**config.mk**
```make
export PLATFORM = sky130hd
export DESIGN_NAME = bus_xfer_ctrl
export DESIGN_NICKNAME = d
export VERILOG_FILES = /design/src/rtl/bus_xfer_ctrl.sv
export SDC_FILE = /design/constraint.sdc
export NUM_CORES = 1
export LEC_CHECK = 0
export ABC_AREA = 0
export CAP_MARGIN = 20
export CORE_ASPECT_RATIO = 1.2
export CORE_MARGIN = 2
export CORE_UTILIZATION = 40
export CTS_BUF_LIST = sky130_fd_sc_hd__clkbuf_16
export DETAILED_ROUTE_END_ITERATION = 6
export DONT_BUFFER_PORTS = 1
export PLACE_DENSITY = 0.64
export REMOVE_ABC_BUFFERS = 1
export SYNTH_ARGS = -nofsm -noshare
export SYNTH_HDL_FRONTEND = slang
export SYNTH_SLANG_ARGS = --single-unit
```
**constraint.sdc**
```tcl
create_clock -name clk -period 1.75 [get_ports clk]
set_input_delay 0.2625 -clock clk [delete_from_list [all_inputs] [get_ports clk]]
set_output_delay 0.2625 -clock clk [all_outputs]
set_load 0.05 [all_outputs]
```
**src/rtl/bus_xfer_ctrl.sv**
```systemverilog
// bus_xfer_ctrl
//   Driving end of the shared-bus assert/load strobe protocol. A request names
//   a source slot and a destination slot. The controller holds the source's
//   active-low assert strobe for SETTLE cycles so the bus can settle, and then
//   for one more cycle together with the destination's active-low load strobe.
//   It ends with a one-cycle done pulse. The resolved bus value comes
//   combinationally from the slot outputs and enables: the lowest enabled
//   index wins, and the bus floats to FLOAT_VALUE when no slot drives it.
//
//   Optional build macro: BUS_XFER_CONTENTION_EN
//     When defined, the controller flags bus contention during DRIVE/LOAD.
//     Contention means more than one enable is set, or the source enable is
//     missing. A flagged transfer still completes, and err is raised with
//     done.
//
// Ports
//   clk, rst_n          clock, asynchronous active-low reset
//   req, src, dst       transfer request; src/dst are sampled on accept
//   ready               high only in IDLE; accept = req & ready at posedge
//   done, err           one-cycle completion pulse; err is valid with done
//   reg_bus_out         concatenated slot outputs, slot k at [k*WIDTH +: WIDTH]
//   reg_bus_en          per-slot bus enables, active high
//   assert_n, load_n    per-slot active-low strobes (registered)
//   bus_value           resolved bus value (combinational)
module bus_xfer_ctrl #(
    parameter int                 WIDTH       = 8,
    parameter int                 N           = 4,
    parameter int                 IDXW        = 2,
    parameter int                 SETTLE      = 1,
    parameter logic [WIDTH-1:0]   FLOAT_VALUE = '1
) (
    input  logic                  clk,
    input  logic                  rst_n,
    input  logic                  req,
    input  logic [IDXW-1:0]       src,
    input  logic [IDXW-1:0]       dst,
    output logic                  ready,
    output logic                  done,
    output logic                  err,
    input  logic [N*WIDTH-1:0]    reg_bus_out,
    input  logic [N-1:0]          reg_bus_en,
    output logic [N-1:0]          assert_n,
    output logic [N-1:0]          load_n,
    output logic [WIDTH-1:0]      bus_value
);

    typedef enum logic [1:0] {IDLE, DRIVE, LOAD, DONE} state_t;

    state_t          state;
    logic [3:0]      cnt;
    logic [IDXW-1:0] src_q;
    logic [IDXW-1:0] dst_q;
    logic            cont;
    logic            cont_now;
    logic            reject;

    function automatic logic [N-1:0] onehot(input logic [IDXW-1:0] i);
        return N'(1) << i;
    endfunction

    // Lowest enabled index wins, so the loop runs downward and the last
    // match found is the lowest index.
    always_comb begin
        bus_value = FLOAT_VALUE;
        for (int k = N - 1; k >= 0; k--)
            if (reg_bus_en[k]) bus_value = reg_bus_out[k*WIDTH +: WIDTH];
    end

    // Both indices are widened so the range check still works when
    // 2**IDXW > N.
    assign reject = (32'(src) >= 32'(N)) || (32'(dst) >= 32'(N)) || (src == dst);

`ifdef BUS_XFER_CONTENTION_EN
    // More than one driver (clearing the lowest set bit leaves some bit set),
    // or the source slot is not driving.
    assign cont_now = ((reg_bus_en & (reg_bus_en - N'(1))) != '0) ||
                      !reg_bus_en[src_q];
`else
    assign cont_now = 1'b0;
`endif

    always_ff @(posedge clk or negedge rst_n) begin
        if (!rst_n) begin
            state    <= IDLE;
            cnt      <= '0;
            src_q    <= '0;
            dst_q    <= '0;
            cont     <= 1'b0;
            ready    <= 1'b1;
            done     <= 1'b0;
            err      <= 1'b0;
            assert_n <= '1;
            load_n   <= '1;
        end else begin
            case (state)
                IDLE: begin
                    done <= 1'b0;
                    err  <= 1'b0;
                    if (req && ready) begin
                        src_q <= src;
                        dst_q <= dst;
                        cont  <= 1'b0;
                        ready <= 1'b0;
                        if (reject) begin
                            // A bad request skips the strobes entirely.
                            state <= DONE;
                            done  <= 1'b1;
                            err   <= 1'b1;
                        end else begin
                            state    <= DRIVE;
                            cnt      <= 4'(SETTLE - 1);
                            assert_n <= ~onehot(src);
                        end
                    end
                end
                DRIVE: begin
                    cont     <= cont | cont_now;
                    assert_n <= ~onehot(src_q);
                    if (cnt == 4'd0) begin
                        state  <= LOAD;
                        load_n <= ~onehot(dst_q);
                    end else begin
                        cnt <= cnt - 4'd1;
                    end
                end
                LOAD: begin
                    // The destination captures bus_value on the edge that
                    // leaves this state.
                    state    <= DONE;
                    assert_n <= '1;
                    load_n   <= '1;
                    done     <= 1'b1;
                    err      <= cont | cont_now;
                end
                default: begin
                    state <= IDLE;
                    done  <= 1'b0;
                    err   <= 1'b0;
                    ready <= 1'b1;
                end
            endcase
        end
    end

endmodule
```
# Word level (Yosys, flattened, before mapping)
# Cells that the tools add are included.
[totals] regBits=21 out_inout_bits=19
[classes] n_reduce_logical=13 n_eq_ne=7 bitwise_logic=4 shift=3 add_sub_neg=1 mux=23
[ops] op="$mux 8" count=4
[ops] op="$mux 4" count=6
[ops] op="$pmux 4 s2" count=2
[ops] op="$not 4->4" count=3
[ops] op="$pmux 4 s3" count=1
[ops] op="$shl 1x2->4 const A" count=3
[ops] op="$ne 2x2->1 const B" count=4
[ops] op="$reduce_and 2->1" count=4
[ops] op="$mux 2" count=3
[ops] op="$pmux 2 s3" count=1
[ops] op="$logic_not 4->1" count=1
[ops] op="$pmux 1 s2" count=2
[ops] op="$reduce_and 4->1" count=1
[ops] op="$reduce_bool 2->1" count=2
[ops] op="$sub 4x1->4 const B" count=1
[ops] op="$mux 1" count=3
[ops] op="$pmux 1 s3" count=1
[ops] op="$reduce_and 3->1" count=1
[ops] op="$reduce_bool 3->1" count=1
[ops] op="$eq 2x1->1 const B" count=1
[ops] op="$eq 2x2->1" count=1
[ops] op="$eq 2x2->1 const B" count=1
[ops] op="$logic_not 2->1" count=1
[ops] op="$reduce_or 2->1" count=1
[ops] op="other kinds (2)" count=2

# Depth between registers and ports, before layout
# Gate-level depths: netlist (run 1).
[depth] word_depth=5 depth_mapped=7

# Worst setup path before layout (run 1)
# Ideal clock, no wire load.
[synth_path] kind="input-to-output" start="in reg_bus_en[1]" end="out bus_value[6]" required_time_ps=1487 stages=4 path_slack_ps=46 arrival_ps=1441 cell_sequence="clkbuf_1 nor3_1 a211oi_1 a21oi_1"
[synth_via] elab_chain_len=2
[synth_rtl] item="start, declared" line="41" text="input logic [N-1:0] reg_bus_en,"
[synth_rtl] item="$mux 8 (2 in series)" line="66" text="if (reg_bus_en[k]) bus_value = reg_bus_out[k*WIDTH +: WIDTH];"
[synth_rtl] item="end, declared" line="44" text="output logic [WIDTH-1:0] bus_value"
# No other way between the ends.

# Worst setup path after layout (run 1)
[layout_path] start="reg cnt[1]" end="reg cnt[1]"
[layout_via] elab_chain_len=3 word_cells_on_any_way=6
[layout_rtl] item="start, declared" line="50" text="logic [3:0] cnt;"
[layout_rtl] item="start signal, assigned" line="111" text="cnt <= 4'(SETTLE - 1);"
[layout_rtl] item="start signal, assigned" line="123" text="cnt <= cnt - 4'd1;"
[layout_rtl] item="$sub 4x1->4 / $logic_not 4->1 (equally long branches)" line="123, 119"
[layout_rtl] item="$mux 4 / $ne 2x2->1 (equally long branches)"
[layout_rtl] item="$pmux 4 s2 / $reduce_and 4->1 (equally long branches)"
# Parallel ways exist; a longest one is shown, timed or not. The select of a mux whose other input is x is not followed.
# A chain may end at the register's enable or synchronous reset.

==> flow_metrics.env, run 1 <==
export IMPL_layout_nets=211
export IMPL_htreeDepth=1
export IMPL_cts_path_max_buffers=2
export IMPL_hold_end="dst_q[1]$_DFFE_PN0P_"
export IMPL_maxSlewHeadroom_pct=37.1
export IMPL_synthCells=156
export IMPL_grt_pass1_wl_um=4900
export IMPL_hp_start="dst[1]"
export IMPL_crit_required_ns=1.89
export IMPL_cts_root_buffer="clkbuf_16"
export IMPL_ys_types=41
export IMPL_hold_ws_ns=0.162
export IMPL_r2r_cells=6
export IMPL_start_util_pct=41.0
export IMPL_critical_path_max_stage_delay_ns=0.41
export IMPL_ys_async_sr_fraction_pct=100
export IMPL_cp_slowest_cell="or3b_1"
export IMPL_drt_wl_total_um=3130
export IMPL_drive_gt1_share_pct=28.0
export IMPL_avgViaCountPerCell=5.94
export IMPL_yosys_warnings=0
export IMPL_reg2reg_to="cnt[1]$_DFFE_PN0P_"
export IMPL_core_area_sq_um=3570
export IMPL_cp_end_kind="flip-flop"
export IMPL_total_power_mw=2.99
export IMPL_die_area_sq_um=4170
export IMPL_ant_nets=0
export IMPL_place_congestion=0.751
export IMPL_crit_chain="inv_1 -> ha_1 -> or3b_1 -> nand2_1 -> o41ai_4 -> a22o_1"
export IMPL_crit_path_start_kind="flip-flop"
export IMPL_die_w_um=59.3
export IMPL_reg2reg_from="cnt[1]$_DFFE_PN0P_"
export IMPL_std_cell_rows=24
export IMPL_period_minus_slack_ns=1.65
export IMPL_cp_max_fo=4
export IMPL_grtUsageTotal_pct=15.1
export IMPL_setup_violations=0
export IMPL_synthTopCellsByArea="dfrtp_1 20%, dfstp_2 16%, mux2_2 12%"
export IMPL_wl_per_cell_um=15.7
export IMPL_cts_tree="built"
export IMPL_die_h_um=70.3
export IMPL_path_clk_slew_ns=0.05
export IMPL_grt_pass1_vias=1194
export IMPL_grt_setup_unrepaired="false"
export IMPL_routed_via_count=1187
export IMPL_critPathLaunch="cnt[1]$_DFFE_PN0P_"
export IMPL_finalCritPeriodShare_pct=94.4
export IMPL_stdcell_count=200
export IMPL_pin_count=62
export IMPL_synthFlopType="dfrtp_1"
export IMPL_power_density_nw_per_um2=1830
export IMPL_worstMarginPinSlew_ns=0.940
export IMPL_drt_iter0_drc=28
export IMPL_syn_area_sq_um=1470
export IMPL_critPathTopFamily="simple AND/OR/NAND/NOR gates"
export IMPL_hold_depth=1
export IMPL_hpwlAfterDp_um=2570
export IMPL_hold_path_class="in2reg"
export IMPL_worst_ir_drop_vdd_uv=1060
export IMPL_clock_sink_count=21
export IMPL_yosys_area_top_type="dfrtp_1"
export IMPL_maxCapViolations=0
export IMPL_numPortBuffers=0
export IMPL_cts_buffers_inserted=3
export IMPL_r2r_slack_ns=0.1
export IMPL_skew_ns=0.00186
export IMPL_area_growth_pct=11.8
export IMPL_syn_area_per_cell_sq_um=9.40
export IMPL_ys_seq_area_share_pct=36.6
export IMPL_drc=0
export IMPL_grt_overflow=0
export IMPL_synth_seq_cells=21
export IMPL_tns_ns=0
export IMPL_clk_latency_ns=0.25
export IMPL_antenna_cells=0
export IMPL_synth_common_cells="16 x inv_1, 16 x mux2_2, 14 x nand2_1, 14 x o21ai_0, 12 x dfrtp_1"
export IMPL_grt_max_degree=22
export IMPL_run_status="completed"
export IMPL_firstDrtPassIters=3
export IMPL_hold_viol_final=0
export IMPL_p_leak_nw=0.724
export IMPL_path_buf_inv=1
export IMPL_dp_cells=195
export IMPL_netlist_area_leader_share_pct=20.5
export IMPL_antenna_found_initial=0
export IMPL_drv_slew=0
export IMPL_max_freq_mhz=605
export IMPL_synth_edf_count=0
export IMPL_crit_arrival_ns=1.79
export IMPL_crit_type="reg2reg"
-- state kept, by name, indices dropped and copies added, names as in the netlist --
register,count
state,2
src_q,2
load_n,4
assert_n,4
ready,1
err,1
dst_q,2
done,1
cnt,4
-- metrics by stage --
stage	setup slack (ns)	util [%]	cell area, sq um
global placement	0.0688	42.9	1530
global route	0.0246	45.9	1640
finish	0.0982	45.9	1640
CTS	0.0172	45.4	1620
floorplan	0.136	-	1440
detailed placement	0.0328	42.9	1530
-- worst reg2reg max path, cell delays in order, from the launching register on --
cell and delay [ns]:
dfrtp_1 0.40, inv_1 0.09, ha_1 0.19, or3b_1 0.41, nand2_1 0.12, o41ai_4 0.09, a22o_1 0.24
-- cell type report --
class / instances / area, sq um
inverters: 16 / 60.1
multi-input cells: 113 / 860
clock buffers: 3 / 75.1
well taps: 39 / 48.8
clock inverters: 1 / 3.75
repair buffers: 7 / 55.1
flip-flops and latches: 21 / 537
fillers: 353 / 1930
-- placed cells by master, fill, tap and decap left out, types with 2 or more instances in the layout --
| cell | count |
|---|---|
| inv_1 | 17 |
| mux2_2 | 16 |
| o21ai_0 | 14 |
| nand2_1 | 13 |
| dfrtp_1 | 12 |
| a21oi_1 | 10 |
| o22ai_1 | 9 |
| dfstp_2 | 9 |
| buf_4 | 6 |
| ha_1 | 5 |
| nand2b_1 | 4 |
| nor3_1 | 3 |
| nor2_1 | 3 |
| clkbuf_16 | 3 |
| nor2b_1 | 2 |
| nor3b_1 | 2 |
| nor4b_1 | 2 |
| nor4_1 | 2 |
| xnor2_1 | 2 |
| a21oi_2 | 2 |
| a22o_1 | 2 |
-- how the worst max path moves through the flow --
stage	to	cells past startpoint	slack [ns]
after floorplan	bus_value[6]	4	0.14
after global placement	load_n[3]$_DFFE_PN1P_	6	0.07
after detailed placement	load_n[3]$_DFFE_PN1P_	6	0.03
after CTS	load_n[3]$_DFFE_PN1P_	6	0.02
after global routing	cnt[3]$_DFFE_PN0P_	6	0.02
final	cnt[1]$_DFFE_PN0P_	6	0.1
-- power breakdown --
| group | total, mW | switching, mW | internal, mW |
|---|---|---|---|
| clock | 0.465 | 0.161 | 0.304 |
| sequential | 1.18 | 0.444 | 0.740 |
| combinational | 1.35 | 0.754 | 0.591 |
| total | 2.99 | 1.36 | 1.63 |
-- kinds of logic after synthesis --
logic type,count (synthesis),synth area share [%]
compound gates,48,22.3
xor+xnor,2,1.19
fa+ha+maj,6,5.12
buf+inv,22,5.89
flops,21,36.6
mux,17,13.0
simple gates,40,16.0
-- per-layer routing --
layer | track usage, % | vias up | part of all wire, %
li1 | - | 566 | -
met1 | 13.3 | 561 | 36
met2 | 31.0 | 56 | 54
met3 | 3.89 | 4 | 9.0
met4 | 3.79 | 0 | 0.80
met5 | 0 | - | 0
-- timing repair --
item	4_1_cts	5_1_grt
setup buffers	0	0
endpoints found under the hold margin	21	0
setup endpoints to repair	0	12
hold buffers	1	0
resized for setup	0	4
(Power assumes the default switching activity.)
==> inputs of run 2 (changes only) <==
--- a/config.mk
+++ b/config.mk
@@ -15,6 +15,7 @@
 export DONT_BUFFER_PORTS = 1
 export PLACE_DENSITY = 0.64
 export REMOVE_ABC_BUFFERS = 1
+export SLEW_MARGIN = 20
 export SYNTH_ARGS = -nofsm -noshare
 export SYNTH_HDL_FRONTEND = slang
 export SYNTH_SLANG_ARGS = --single-unit
==> results of run 2 <==
Same layout as run 1: the final DEF is identical, and so are final timing and power.
==> inputs of run 3 (changes only) <==
--- a/config.mk
+++ b/config.mk
@@ -12,8 +12,7 @@
 export CORE_UTILIZATION = 40
 export CTS_BUF_LIST = sky130_fd_sc_hd__clkbuf_16
 export DETAILED_ROUTE_END_ITERATION = 6
-export DONT_BUFFER_PORTS = 1
-export PLACE_DENSITY = 0.64
+export PLACE_DENSITY = 0.86
 export REMOVE_ABC_BUFFERS = 1
 export SLEW_MARGIN = 20
 export SYNTH_ARGS = -nofsm -noshare
==> run 3 against run 2 <==
Net effect:
- critical path depth did not move
- sequential power fell by 26%
- core utilization rose by 21 points
- sequential share of layout area fell by 10 points
- power rose by 14%
- critical endpoint unchanged
- largest cell class unchanged
- largest power group unchanged
- highest routed layer unchanged
==> flow_metrics.env, run 3 (synthesis results as in run 1) <==
export IMPL_utilization_pct=67.0
export IMPL_r2r_slack_ns=0.05
export IMPL_htreeDepth=1
export IMPL_largestRegisters="assert_n: 4 flops, cnt: 4 flops, load_n: 4 flops"
export IMPL_core_area_sq_um=3570
export IMPL_max_freq_mhz=589
export IMPL_drt_iter0_drc=23
export IMPL_period_minus_slack_ns=1.70
export IMPL_power_density_nw_per_um2=1420
export IMPL_firstDrtPassIters=4
export IMPL_hold_path_class="in2async"
export IMPL_clk_latency_ns=0.26
export IMPL_pin_count=62
export IMPL_grt_pass1_vias=1465
export IMPL_wl_per_cell_um=14.8
export IMPL_path_clk_slew_ns=0.06
export IMPL_crit_arrival_ns=1.84
export IMPL_start_util_pct=41.0
export IMPL_layout_nets=278
export IMPL_cts_root_buffer="clkbuf_16"
export IMPL_drv_slew=0
export IMPL_numPortBuffers=61
export IMPL_maxSlewHeadroom_pct=69.4
export IMPL_routed_via_count=1432
export IMPL_p_leak_nw=1.07
export IMPL_worstMarginPinSlew_ns=0.459
export IMPL_die_w_um=59.3
export IMPL_layout_setup_ws_ns=0.0525
export IMPL_antenna_found_initial=0
export IMPL_area_growth_pct=63.3
export IMPL_std_cell_rows=24
export IMPL_dp_slack_ns=-0.211
export IMPL_skew_ns=0.00132
export IMPL_grt_pass1_wl_um=6470
export IMPL_cp_end_kind="flip-flop"
export IMPL_drt_wl_total_um=3940
export IMPL_crit_required_ns=1.90
export IMPL_cts_path_max_buffers=2
export IMPL_cp_max_fo=4
export IMPL_hpwlAfterDp_um=2920
export IMPL_antenna_cells=0
export IMPL_avgViaCountPerCell=5.36
export IMPL_run_status="completed"
export IMPL_cts_tree="built"
export IMPL_finalCritPeriodShare_pct=97.0
export IMPL_hold_viol_final=0
export IMPL_layout_common_cells="39 x clkdlybuf4s50_1, 23 x buf_4, 16 x inv_1, 16 x mux2_2, 14 x o21ai_0"
export IMPL_worst_ir_drop_vdd_uv=1590
export IMPL_ant_nets=0
export IMPL_cts_buffers_inserted=3
export IMPL_grt_max_degree=22
export IMPL_cts_setup_buffers=0
export IMPL_crit_path_start_kind="flip-flop"
export IMPL_drive_gt1_share_pct=33.3
export IMPL_grt_overflow=0
export IMPL_drc=0
export IMPL_crit_type="reg2reg"
export IMPL_die_h_um=70.3
export IMPL_setup_violations=0
export IMPL_layout_commonest_cell="clkdlybuf4s50_1"
export IMPL_clock_sink_count=21
export IMPL_holdBufCountCts=0
export IMPL_grtUsageTotal_pct=19.9
export IMPL_maxCapViolations=0
export IMPL_die_area_sq_um=4170
export IMPL_place_congestion=0.770
## run 3: area by class of cell
class,count,area [sq um]
Clock inverter,1,3.75
Timing Repair Buffer,74,771
Inverter,16,60.1
Tap cell,39,48.8
Fill cell,272,1180
Sequential cell,21,537
Clock buffer,3,75.1
Multi-Input combinational cell,113,900
## run 3: path summary, 6_finish.rpt
kind / start / end / cells past startpoint
setup reg to reg: cnt[1]$_DFFE_PN0P_ / cnt[1]$_DFFE_PN0P_ / 6
min in group clk: load_n[0]$_DFFE_PN1P_ / load_n[0]$_DFFE_PN1P_ / 2
hold reg to reg: load_n[0]$_DFFE_PN1P_ / load_n[0]$_DFFE_PN1P_ / 2
max in group asynchronous: rst_n / assert_n[2]$_DFFE_PN1P_ / 2
setup / recovery: cnt[1]$_DFFE_PN0P_ / cnt[1]$_DFFE_PN0P_ / 6
hold / removal: rst_n / cnt[0]$_DFFE_PN0P_ / 2
## run 3: where the power goes
group / total [mW] / switching (mW) / internal, mW
registers: 0.868 / 0.139 / 0.728
clock network: 0.484 / 0.179 / 0.305
logic: 2.05 / 1.14 / 0.911
## run 3: per-stage QoR
step | cell area (sq um) | TNS [ns] | std cells | hold WS [ns] | power [mW]
6_report | 2390 | 0 | 267 | 0.345 | 3.40
5_1_grt | 2390 | -0.00220 | 267 | 0.377 | 3.61
4_1_cts | 2350 | 0 | 267 | 0.351 | 3.33
3_5_place_dp | 2250 | -1.62 | 263 | 0.456 | 2.81
3_3_place_gp | 2250 | -1.31 | 263 | 0.453 | 2.77
2_1_floorplan | 1440 | 0 | 150 | -0.0331 | 2.20
## run 3: worst max-delay path: stages, from the launching register on
cell     delay (ns)
dfrtp_1        0.41
inv_1          0.10
ha_1           0.20
or3b_1         0.42
nand2_1        0.13
o41ai_4        0.10
a22o_1         0.24
## run 3: routing by layer
metal  global-route usage [%]  part of all wire [%]  vias to the layer above
li1                         -                     -                      698
met1                     22.3                    39                      680
met2                     35.2                    53                       47
met3                     4.07                   6.6                        7
met4                     8.33                   1.7                        0
met5                        0                     0                        -
## run 3: what timing repair did
| action | CTS | global route |
|---|---|---|
| gates resized for setup | 8 | 11 |
| pin swaps | 0 | 2 |
| setup endpoints to repair | 8 | 19 |
